<file path="src/rtl/simple_bus_master.sv">
// simple_bus_master
//   CPU-side master for the simple_bus req/gnt/start/rdy handshake. CPU
//   commands are queued in a small FIFO. Each command is popped into a
//   command register and then run through the bus handshake. Every command
//   produces exactly one response: read data, or a timeout flag.
//
// Ports
//   clk, rst_n                       clock, asynchronous active-low reset
//   cmd_valid/cmd_ready              command push handshake (ready = !full)
//   cmd_addr, cmd_wdata, cmd_mode    command payload (mode[0]=1 is write)
//   rsp_valid, rsp_rdata, rsp_timeout  one-cycle response pulse
//   req/gnt                          bus request / grant
//   addr, mode, start                bus address, mode, transfer strobe
//   data_out, data_oe                write data and its enable
//   data_in, rdy                     read data and target-done
//   busy                             transaction in flight or commands queued
module simple_bus_master #(
    parameter int CMD_DEPTH = 4,
    parameter int TIMEOUT   = 16
) (
    input  logic       clk,
    input  logic       rst_n,
    input  logic       cmd_valid,
    output logic       cmd_ready,
    input  logic [7:0] cmd_addr,
    input  logic [7:0] cmd_wdata,
    input  logic [1:0] cmd_mode,
    output logic       rsp_valid,
    output logic [7:0] rsp_rdata,
    output logic       rsp_timeout,
    output logic       req,
    input  logic       gnt,
    output logic [7:0] addr,
    output logic [1:0] mode,
    output logic       start,
    output logic [7:0] data_out,
    output logic       data_oe,
    input  logic [7:0] data_in,
    input  logic       rdy,
    output logic       busy
);

    localparam int AW = $clog2(CMD_DEPTH);
    localparam int PW = AW + 1;
    localparam int CW = $clog2(TIMEOUT + 1);
    localparam int EW = 18;  // {mode, wdata, addr}
    localparam logic [CW-1:0] TO_VAL = CW'(TIMEOUT);

    typedef enum logic [2:0] {
        S_IDLE,
        S_REQ,
        S_START,
        S_WAIT,
        S_RSP
    } state_t;

    state_t state_q, state_d;

    // ---------------- command FIFO ----------------
    logic [EW-1:0] fifo_mem [CMD_DEPTH];
    logic [PW-1:0] wr_ptr_q, rd_ptr_q;
    logic          full, empty, push, pop;

    // Pointers carry one extra wrap bit: equal pointers mean empty, pointers
    // differing only in the wrap bit mean full.
    assign empty = (wr_ptr_q == rd_ptr_q);
    assign full  = (wr_ptr_q[AW] != rd_ptr_q[AW]) &&
                   (wr_ptr_q[AW-1:0] == rd_ptr_q[AW-1:0]);

    // Ready depends only on the current fill level, so a pop in the same
    // cycle never makes room for a push.
    assign push      = cmd_valid && !full;
    assign pop       = (state_q == S_IDLE) && !empty;
    assign cmd_ready = !full;

    always_ff @(posedge clk) begin
        if (push) begin
            fifo_mem[wr_ptr_q[AW-1:0]] <= {cmd_mode, cmd_wdata, cmd_addr};
        end
    end

    always_ff @(posedge clk or negedge rst_n) begin
        if (!rst_n) begin
            wr_ptr_q <= '0;
            rd_ptr_q <= '0;
        end else begin
            if (push) wr_ptr_q <= wr_ptr_q + PW'(1);
            if (pop)  rd_ptr_q <= rd_ptr_q + PW'(1);
        end
    end

    // ---------------- current command ----------------
    logic [EW-1:0] cmd_q;
    logic [7:0]    cur_addr, cur_wdata;
    logic [1:0]    cur_mode;
    logic          cur_write;

    assign cur_addr  = cmd_q[7:0];
    assign cur_wdata = cmd_q[15:8];
    assign cur_mode  = cmd_q[17:16];
    assign cur_write = cur_mode[0];

    // ---------------- handshake FSM ----------------
    logic [CW-1:0] cnt_q, cnt_d, cnt_inc;
    logic [7:0]    rsp_rdata_d;
    logic          rsp_timeout_d;
    logic          xfer_d;

    assign cnt_inc = cnt_q + CW'(1);

    always_comb begin
        state_d       = state_q;
        cnt_d         = cnt_q;
        rsp_rdata_d   = 8'h00;
        rsp_timeout_d = 1'b0;
        case (state_q)
            S_IDLE: begin
                if (!empty) state_d = S_REQ;
            end
            S_REQ: begin
                if (gnt) state_d = S_START;
            end
            S_START: begin
                state_d = S_WAIT;
                cnt_d   = '0;
            end
            S_WAIT: begin
                cnt_d = cnt_inc;
                // rdy takes priority over expiry in the same cycle
                if (rdy) begin
                    state_d     = S_RSP;
                    rsp_rdata_d = cur_write ? 8'h00 : data_in;
                end else if (cnt_inc == TO_VAL) begin
                    state_d       = S_RSP;
                    rsp_timeout_d = 1'b1;
                end
            end
            S_RSP: begin
                state_d = S_IDLE;
            end
            default: begin
                state_d = S_IDLE;
            end
        endcase
    end

    // Bus-side fields are driven from START through the end of WAIT.
    assign xfer_d = (state_d == S_START) || (state_d == S_WAIT);

    logic       req_q, start_q, data_oe_q, rsp_valid_q, rsp_timeout_q;
    logic [7:0] addr_q, data_out_q, rsp_rdata_q;
    logic [1:0] mode_q;

    always_ff @(posedge clk or negedge rst_n) begin
        if (!rst_n) begin
            state_q       <= S_IDLE;
            cnt_q         <= '0;
            cmd_q         <= '0;
            req_q         <= 1'b0;
            start_q       <= 1'b0;
            addr_q        <= 8'h00;
            mode_q        <= 2'b00;
            data_out_q    <= 8'h00;
            data_oe_q     <= 1'b0;
            rsp_valid_q   <= 1'b0;
            rsp_rdata_q   <= 8'h00;
            rsp_timeout_q <= 1'b0;
        end else begin
            state_q <= state_d;
            cnt_q   <= cnt_d;
            if (pop) cmd_q <= fifo_mem[rd_ptr_q[AW-1:0]];
            // Outputs are registered from the next state so they line up
            // with the state they belong to.
            req_q         <= (state_d == S_REQ);
            start_q       <= (state_d == S_START);
            addr_q        <= xfer_d ? cur_addr : 8'h00;
            mode_q        <= xfer_d ? cur_mode : 2'b00;
            data_out_q    <= (xfer_d && cur_write) ? cur_wdata : 8'h00;
            data_oe_q     <= xfer_d && cur_write;
            rsp_valid_q   <= (state_d == S_RSP);
            rsp_rdata_q   <= rsp_rdata_d;
            rsp_timeout_q <= rsp_timeout_d;
        end
    end

    assign req         = req_q;
    assign start       = start_q;
    assign addr        = addr_q;
    assign mode        = mode_q;
    assign data_out    = data_out_q;
    assign data_oe     = data_oe_q;
    assign rsp_valid   = rsp_valid_q;
    assign rsp_rdata   = rsp_rdata_q;
    assign rsp_timeout = rsp_timeout_q;
    assign busy        = (state_q != S_IDLE) || !empty;

endmodule

</file>
<file path="config.mk">
export PLATFORM = sky130hd
export DESIGN_NAME = simple_bus_master
export DESIGN_NICKNAME = d
export VERILOG_FILES = /design/src/rtl/simple_bus_master.sv
export SDC_FILE = /design/constraint.sdc
export NUM_CORES = 1
export LEC_CHECK = 0
export BUFFER_PORTS_ARGS = -buffer_cell sky130_fd_sc_hd__buf_4
export CAP_MARGIN = 10
export CELL_PAD_IN_SITES_DETAIL_PLACEMENT = 0
export CELL_PAD_IN_SITES_GLOBAL_PLACEMENT = 1
export CORE_ASPECT_RATIO = 0.8
export CORE_MARGIN = 2
export CORE_UTILIZATION = 55
export CTS_BUF_LIST = sky130_fd_sc_hd__clkbuf_4
export DETAILED_ROUTE_END_ITERATION = 16
export GPL_TIMING_DRIVEN = 0
export PLACE_DENSITY_LB_ADDON = 0.1
export REMOVE_ABC_BUFFERS = 1
export SYNTH_ARGS = -nofsm -noshare
export SYNTH_HDL_FRONTEND = slang
export SYNTH_SLANG_ARGS = --single-unit
</file>
<file path="constraint.sdc">
create_clock -name clk -period 2.6 [get_ports clk]
set_input_delay 0.13 -clock clk [delete_from_list [all_inputs] [get_ports clk]]
set_output_delay 0.13 -clock clk [all_outputs]
set_load 0.05 [all_outputs]
</file>
==> flow_metrics.py, run 1 <==
metrics = {
    "placement": {
        "gp_congestion": 0.725,
        "dpl.hpwl_microns": 4920,
        "port_buffers": 63,
        "placed_area_sq_um": 5650,
    },
    "setup_path": {
        "rrSetupSlack_ns": 0.27,
        "cpPeakStageDelay_ns": 0.90,
        "reg2reg_from": "rd_ptr_q[0]",
        "critPathLaunch": "rd_ptr_q[0]",
        "path_class": "reg2out",
        "crit_path_end_kind": "primary output",
        "worstPathRequired_ns": 2.47,
        "arrival_ns": 2.26,
        "path_max_fanout": 12,
        "timing.rr.end": "cmd_q[14]",
        "crit_chain": "xnor2_2, nand2_1, or3_1, buf_4",
        "ff2ff_path_depth": 3,
        "cp_slowest_cell": "dfrtp_1",
        "startpoint_type": "register",
    },
    "global_route": {
        "antenna_found_initial": 0,
        "grt_remaining_overflow": 0,
        "grt_util_all_layers_pct": 18.8,
        "grt_start_max_net_pins": 63,
        "grt_pass1_wl_microns": 14100,
        "grt_pass1_vias": 2780,
    },
    "layout": {
        "areaGrowthSynthToFinish_pct": 22.4,
        "layout.nets": 426,
        "layout-drive-gt1-share_pct": 35.3,
        "antenna_cells": 0,
        "postLayoutCoreUtil_pct": 69.1,
        "fin_area_sq_um": 6220,
    },
    "floorplanning": {
        "io_pins": 64,
        "start_util_pct": 56.5,
        "fp.dieH_microns": 90.0,
        "core_sq_um": 9000,
        "die_w_microns": 111,
        "rows": 31,
        "dieArea_sq_um": 10000,
    },
    "yosys": {
        "synth.most_common_cell": "edfxtp_1",
        "synth.distinct_cells": 39,
        "synth-edff-count": 72,
        "synth_area_leaders": "edfxtp_1, dfrtp_1, mux4_2, mux2_2, nand2_1",
        "ys_ff_latch": 134,
        "yosysTopAreaCellShare_pct": 42.6,
        "synth_ff_type": "edfxtp_1",
        "yosysSeqAreaShare_pct": 73.1,
        "yosysTopAreaCell": "edfxtp_1",
        "avgSynthCellArea_sq_um": 17.7,
        "ys_top_cells_by_count": "edfxtp_1, dfrtp_1, nand2_1",
        "async_flop_share_pct": 46.3,
        "synth_warnings": 0,
        "synth_area_sq_um": 5080,
        "syn_inst": 287,
    },
    "sta": {
        "worstMarginPinSlew_ns": 0.903,
        "slew_headroom_pct": 39.8,
        "hold_slack_ns": 0.229,
        "rsz0062_at_grt": "false",
        "setup_violations": 0,
        "finalCritPeriodShare_pct": 92.0,
        "slew_violations": 0,
        "period_needed_ns": 2.39,
        "finClkSkew_ns": 0.0181,
        "fmax_mhz": 418,
        "final-hold-violation-count": 0,
    },
    "power": {
        "peakVddDrop_mv": 0.662,
        "power_density_nw_per_um2": 1120,
        "p_leak_uw": 0.00252,
    },
    "detailed_routing": {
        "drc_errors": 0,
        "vias": 2706,
        "via_per_inst": 5.23,
        "wl_per_cell_microns": 16.6,
        "drtAntennaViolNets": 0,
        "drtIter0Drc": 99,
        "drtPass1Iterations": 4,
        "wl_microns": 8570,
    },
    "run_status": {
        "status": "completed",
    },
    "clock_tree": {
        "insertion_delay_ns": 0.51,
        "cts_num_sinks": 134,
        "post_cts_buffers": 0,
        "clockBufferDepth": 2,
        "clkTransAtPathRegs_ns": 0.12,
        "root_buffer": "clkbuf_4",
        "numCtsBuffers": 17,
        "htree_levels": 4,
        "cts_tree": "yes",
    },
    "worst_hold_path": {
        "min_path_type": "in2async",
    },
    "run": {
        "drv_cap": 0,
    },
}
cell usage in the layout, fill, tap and decap left out, types with 2 or more instances in the layout:
cell,synthesis,final
a21boi_0,9,9
a21oi_1,10,10
and2_1,8,8
and3_2,0,4
buf_4,1,63
clkbuf_4,0,18
clkinv_2,0,6
clkinv_4,0,3
clkinvlp_4,0,3
dfrtp_1,62,61
dlygate4sd3_1,0,30
edfxtp_1,72,72
ha_1,6,6
inv_1,3,3
mux2_2,18,18
mux4_2,18,18
nand2_1,21,21
nand3_1,3,3
nor2_1,7,7
o21a_1,2,2
o21ai_0,5,5
xnor2_1,5,4
xor2_1,3,3
timing repair:
action	CTS	global route
hold buffers	30	0
cloned	0	0
endpoints found under the hold margin	149	0
pin swaps	0	1
gates resized for setup	5	1
endpoints found under the setup margin	86	14
worst max path at each step:
stage	slack [ns]	endpoint	cells after the start
2_1_floorplan	-0.22	fifo_mem[3][0]	3
3_3_place_gp	-0.60	fifo_mem[3][17]	3
3_5_place_dp	-0.28	fifo_mem[3][17]	3
4_1_cts	0.07	busy	4
5_1_grt	0.03	busy	4
6_report	0.21	busy	4
state kept, by name, indices dropped and copies added, names as in the netlist, 2 cells and up:
register,cells
cnt_q,5
mode,2
fifo_mem,72
cmd_q,18
wr_ptr_q,3
state_q,3
rd_ptr_q,3
rsp_rdata,8
data_out,8
addr,8
metrics by stage:
step	cells	power (uW)	worst slack (ns)	TNS [ns]
2_1_floorplan	275	5030	-0.220	-14.32
3_3_place_gp	453	5690	-0.598	-48.52
3_5_place_dp	455	5820	-0.280	-18.01
4_1_cts	517	7050	0.0660	0
5_1_grt	517	7400	0.0348	0
6_report	517	6970	0.207	0
logic make-up after synthesis:
kind of cell               share of synthesized area, %
adders and majority gates                          1.48
muxes                                              12.5
xor gates and xnor gates                           1.38
buffers and inverters                              1.90
DFF                                                73.1
AOI/OAI and AO/OA                                  4.21
and+or+nand+nor                                    5.44
area by class of cell:
class	instances	area, sq um
flip-flops and latches	134	3710
multi-input cells	138	1290
fillers	626	2780
well taps	115	144
clock buffers	18	135
clock inverters	14	113
repair buffers	95	812
inverters	3	11.3
report_power, final:
part | switching [uW] | internal (uW) | total, uW
registers | 406 | 2890 | 3290
logic | 1340 | 1140 | 2480
clock network | 727 | 473 | 1200
metal layers:
metal,GRT usage (%),vias up,part of all wire [%],wire length [microns]
met1,24.5,1357,44,3770
met2,30.5,67,50,4290
li1,-,1274,-,-
met4,6.79,0,1.1,98
met5,0,-,0,0
met3,5.87,8,4.9,419
worst max-delay path, delay by kind of cell (launching register included):
family	cells	cell delay [ns]
and+or+nand+nor	2	0.43
DFF	1	0.90
xor gates and xnor gates	1	0.23
buffers and inverters	1	0.20
Power figures use the tool's default switching activity.
==> inputs of run 2 (changes only) <==
--- a/config.mk
+++ b/config.mk
@@ -11,7 +11,7 @@
 export CELL_PAD_IN_SITES_GLOBAL_PLACEMENT = 1
 export CORE_ASPECT_RATIO = 0.8
 export CORE_MARGIN = 2
-export CORE_UTILIZATION = 55
+export CORE_UTILIZATION = 50
 export CTS_BUF_LIST = sky130_fd_sc_hd__clkbuf_4
 export DETAILED_ROUTE_END_ITERATION = 16
 export GPL_TIMING_DRIVEN = 0
==> flow_metrics.py, run 2 (synthesized netlist as in run 1, its figures left out) <==
metrics = {
    "floorplanning": {
        "core_sq_um": 9770,
        "io_pins": 64,
        "fp.dieH_microns": 94.2,
        "start_util_pct": 52.0,
        "dieArea_sq_um": 11000,
        "rows": 32,
        "die_w_microns": 117,
    },
    "global_route": {
        "antenna_found_initial": 0,
        "grt_start_max_net_pins": 63,
        "grt_pass1_wl_microns": 14900,
        "grt_pass1_vias": 2904,
        "grt_util_all_layers_pct": 18.7,
        "grt_remaining_overflow": 0,
    },
    "clock_tree": {
        "cts_num_sinks": 134,
        "clkTransAtPathRegs_ns": 0.13,
        "cts_tree": "yes",
        "clockBufferDepth": 2,
        "insertion_delay_ns": 0.52,
        "root_buffer": "clkbuf_4",
        "numCtsBuffers": 17,
        "htree_levels": 4,
    },
    "placement": {
        "placed_area_sq_um": 5690,
        "dpl.hpwl_microns": 5270,
        "gp_congestion": 0.674,
        "place_inst": 477,
        "port_buffers": 63,
    },
    "setup_path": {
        "path_class": "reg2out",
        "arrival_ns": 2.28,
        "ff2ff_path_depth": 3,
        "cp_num_buf_inv": 1,
        "rrSetupSlack_ns": 0.20,
        "worstPathRequired_ns": 2.47,
        "critical_path_depth": 4,
        "startpoint_type": "register",
        "crit_path_end_kind": "primary output",
        "worstSetupEndpoint": "busy",
        "reg2reg_from": "rd_ptr_q[0]",
        "path_max_fanout": 10,
        "crit_family": "flip-flops",
        "critPathLaunch": "rd_ptr_q[0]",
        "cpPeakStageDelay_ns": 0.66,
        "crit_chain": "xnor2_1, nand2_1, or3_1, buf_4",
        "cp_slowest_cell": "dfrtp_1",
        "timing.rr.end": "cmd_q[13]",
    },
    "detailed_routing": {
        "wl_per_cell_microns": 16.8,
        "drtAntennaViolNets": 0,
        "drc_errors": 0,
        "vias": 2695,
        "wl_microns": 9070,
        "drtIter0Drc": 105,
        "via_per_inst": 5.00,
        "drtPass1Iterations": 4,
    },
    "layout": {
        "postLayoutCoreUtil_pct": 64.8,
        "layout.nets": 427,
        "largest_register_ffs": 72,
        "layout-drive-gt1-share_pct": 35.2,
        "mostFrequentLayoutCells": "edfxtp_1, buf_4, dfrtp_1",
        "stdcell_count": 539,
        "mostFrequentLayoutCell": "edfxtp_1",
        "n_fill_cell": 716,
        "antenna_cells": 0,
        "fin_area_sq_um": 6330,
        "areaGrowthSynthToFinish_pct": 24.6,
    },
    "worst_hold_path": {
        "min_path_type": "in2async",
    },
    "sta": {
        "period_needed_ns": 2.41,
        "worstMarginPinSlew_ns": 1.00,
        "slew_violations": 0,
        "slew_headroom_pct": 32.9,
        "finalCritPeriodShare_pct": 92.8,
        "setup_violations": 0,
        "rsz0062_at_grt": "false",
        "fmax_mhz": 414,
        "finClkSkew_ns": 0.0187,
        "final-hold-violation-count": 0,
        "hold_slack_ns": 0.219,
    },
    "power": {
        "p_leak_uw": 0.00256,
        "peakVddDrop_mv": 0.505,
        "power_density_nw_per_um2": 1160,
    },
    "run_status": {
        "status": "completed",
    },
    "run": {
        "drv_cap": 0,
    },
}
-- run 2: routing by layer --
layer | track usage (%) | share of wire (%)
met1 | 23.6 | 44
met2 | 31.2 | 50
met4 | 6.47 | 0.93
met3 | 5.35 | 4.3
met5 | 0 | 0
-- run 2: worst min path at each step --
stage / startpoint / end / slack, ns / depth (start not counted)
after floorplan: rst_n / addr[0] / -0.17 / 0
after global placement: rst_n / cnt_q[4] / 0.27 / 1
after detailed placement: rst_n / cnt_q[3] / 0.28 / 1
after CTS: rst_n / cnt_q[4] / 0.22 / 2
after global routing: rst_n / cnt_q[4] / 0.27 / 2
final: rst_n / cnt_q[4] / 0.22 / 2
-- run 2: stage by stage --
stage                     TNS, ns  setup WS [ns]  total power [uW]
after floorplan            -14.32         -0.220              5030
after global placement     -50.88         -0.627              5720
after detailed placement   -19.71         -0.315              5850
after CTS                       0         0.0865              7430
after global routing            0         0.0197              7780
final                           0          0.187              7330
-- run 2: area by class of cell --
cell class / count / area [sq um] / share of cell area (%)
Inverter: 3 / 11.3 / 0.178
Multi-Input combinational cell: 138 / 1280 / 20.2
Clock inverter: 15 / 204 / 3.22
Tap cell: 136 / 170 / 2.69
Clock buffer: 17 / 128 / 2.02
Sequential cell: 134 / 3710 / 58.7
Timing Repair Buffer: 96 / 823 / 13.0
-- run 2: where the power goes --
part	internal (uW)	switching (uW)
clock network	769	772
logic	1130	1370
registers	2890	399
total	4790	2540
-- run 2: timing repair --
action                                  in CTS  in global routing
endpoints found under the hold margin      150                  0
gates resized for setup                      5                  0
setup buffers                                0                  0
endpoints found under the setup margin      92                  0
hold buffers                                30                  0
==> inputs of run 3 (changes only) <==
--- a/config.mk
+++ b/config.mk
@@ -15,6 +15,7 @@
 export CTS_BUF_LIST = sky130_fd_sc_hd__clkbuf_4
 export DETAILED_ROUTE_END_ITERATION = 16
 export GPL_TIMING_DRIVEN = 0
+export MAX_ROUTING_LAYER = met4
 export PLACE_DENSITY_LB_ADDON = 0.1
 export REMOVE_ABC_BUFFERS = 1
 export SYNTH_ARGS = -nofsm -noshare
==> flow_metrics.py, run 3 (synthesized netlist as in run 1, its figures left out) <==
metrics = {
    "run_status": {
        "status": "completed",
    },
    "detailed_routing": {
        "drtAntennaViolNets": 0,
        "vias": 2687,
        "wl_microns": 9130,
        "wl_per_cell_microns": 16.9,
        "drtPass1Iterations": 4,
        "drc_errors": 0,
        "via_per_inst": 4.99,
        "drtIter0Drc": 113,
    },
    "power": {
        "p_total_uw": 7330,
        "peakVddDrop_mv": 0.506,
        "p_leak_uw": 0.00256,
        "power_density_nw_per_um2": 1160,
    },
    "clock_tree": {
        "post_cts_buffers": 0,
        "insertion_delay_ns": 0.52,
        "cts_tree": "yes",
        "cts_num_sinks": 134,
        "htree_levels": 4,
        "clockBufferDepth": 2,
        "numCtsBuffers": 17,
        "root_buffer": "clkbuf_4",
        "clkTransAtPathRegs_ns": 0.13,
    },
    "layout": {
        "mostFrequentLayoutCells": "edfxtp_1, buf_4, dfrtp_1",
        "mostFrequentLayoutCell": "edfxtp_1",
        "layout.nets": 427,
        "areaGrowthSynthToFinish_pct": 24.6,
        "largest_register_ffs": 72,
        "layout-drive-gt1-share_pct": 35.2,
        "antenna_cells": 0,
    },
    "setup_path": {
        "worstPathRequired_ns": 3.00,
        "cp_num_buf_inv": 0,
        "cpPeakStageDelay_ns": 0.82,
        "reg2reg_from": "rd_ptr_q[0]",
        "crit_family": "flip-flops",
        "cp_slowest_cell": "dfrtp_1",
        "startpoint_type": "register",
        "arrival_ns": 2.80,
        "ff2ff_path_depth": 3,
        "critical_path_depth": 3,
        "path_class": "reg2reg",
        "path_max_fanout": 22,
        "crit_path_end_kind": "register",
        "crit_chain": "xnor2_1, a31oi_4, mux2_2",
        "critPathLaunch": "rd_ptr_q[0]",
    },
    "sta": {
        "worstMarginPinSlew_ns": 1.00,
        "setup_violations": 0,
        "fmax_mhz": 415,
        "finalCritPeriodShare_pct": 92.6,
        "setup_tns_ns": 0,
        "slew_headroom_pct": 32.8,
        "hold_slack_ns": 0.222,
        "final-hold-violation-count": 0,
        "slew_violations": 0,
        "rsz0062_at_grt": "false",
        "period_needed_ns": 2.41,
        "finClkSkew_ns": 0.0194,
        "finalWorstSetupSlack_ns": 0.192,
    },
    "global_route": {
        "grt_pass1_vias": 2910,
        "antenna_found_initial": 0,
        "grt_start_max_net_pins": 63,
        "grt_remaining_overflow": 0,
        "grt_pass1_wl_microns": 14900,
        "grt_util_all_layers_pct": 19.2,
    },
    "placement": {
        "dpl.hpwl_microns": 5270,
        "gp_congestion": 0.681,
        "port_buffers": 63,
        "dp_worst_setup_slack_ns": -0.315,
    },
    "floorplanning": {
        "fp.dieH_microns": 94.2,
        "dieArea_sq_um": 11000,
        "die_w_microns": 117,
        "start_util_pct": 52.0,
        "io_pins": 64,
        "rows": 32,
        "core_sq_um": 9770,
    },
    "run": {
        "drv_cap": 0,
    },
    "worst_hold_path": {
        "min_path_type": "in2async",
    },
}
## run 3: path summary, 6_finish.rpt
check / end / slack, ns
setup / recovery: cmd_q[13] / 0.19
hold / removal: cnt_q[4] / 0.22
setup reg to reg: cmd_q[13] / 0.19
hold reg to reg: cmd_q[6] / 0.51
max in group asynchronous: rd_ptr_q[1] / 1.79
min in group clk: rsp_timeout / 0.35
## run 3: metrics by stage
step	util (%)	area [sq um]	instances
6_report	64.8	6330	539
5_1_grt	64.8	6330	539
4_1_cts	64.8	6330	539
3_5_place_dp	58.3	5690	477
3_3_place_gp	57.7	5640	474
2_1_floorplan	-	4990	275
## run 3: layout make-up
class,instances,area [sq um]
flip-flops and latches,134,3710
fillers,716,3440
multi-input cells,138,1280
repair buffers,96,823
clock inverters,15,204
well taps,136,170
clock buffers,17,128
inverters,3,11.3
## run 3: repair_timing
item                                    in CTS  in global routing
hold endpoints to repair                   150                  0
hold buffers                                30                  0
endpoints found under the setup margin      92                  0
resized for setup                            5                  0
## run 3: worst register-to-register path: cells and delay by family, from the launching register on
family	cells	cell delay, ns
multiplexers	1	0.43
AO/OA/AOI/OAI	1	0.79
XOR/XNOR	1	0.27
flip-flops	1	0.82
## run 3: layer usage
metal	vias up	part of all wire, %	track usage, %
li1	1280	-	-
met5	-	0	-
met1	1341	44	23.5
met2	64	51	31.2
met4	0	0.34	5.59
met3	2	4.6	6.00
## run 3: report_power, final
part / switching (uW) / total (uW) / internal [uW]
Sequential: 401 / 3290 / 2890
Clock: 766 / 1530 / 769
Combinational: 1380 / 2510 / 1130
Total: 2540 / 7330 / 4790
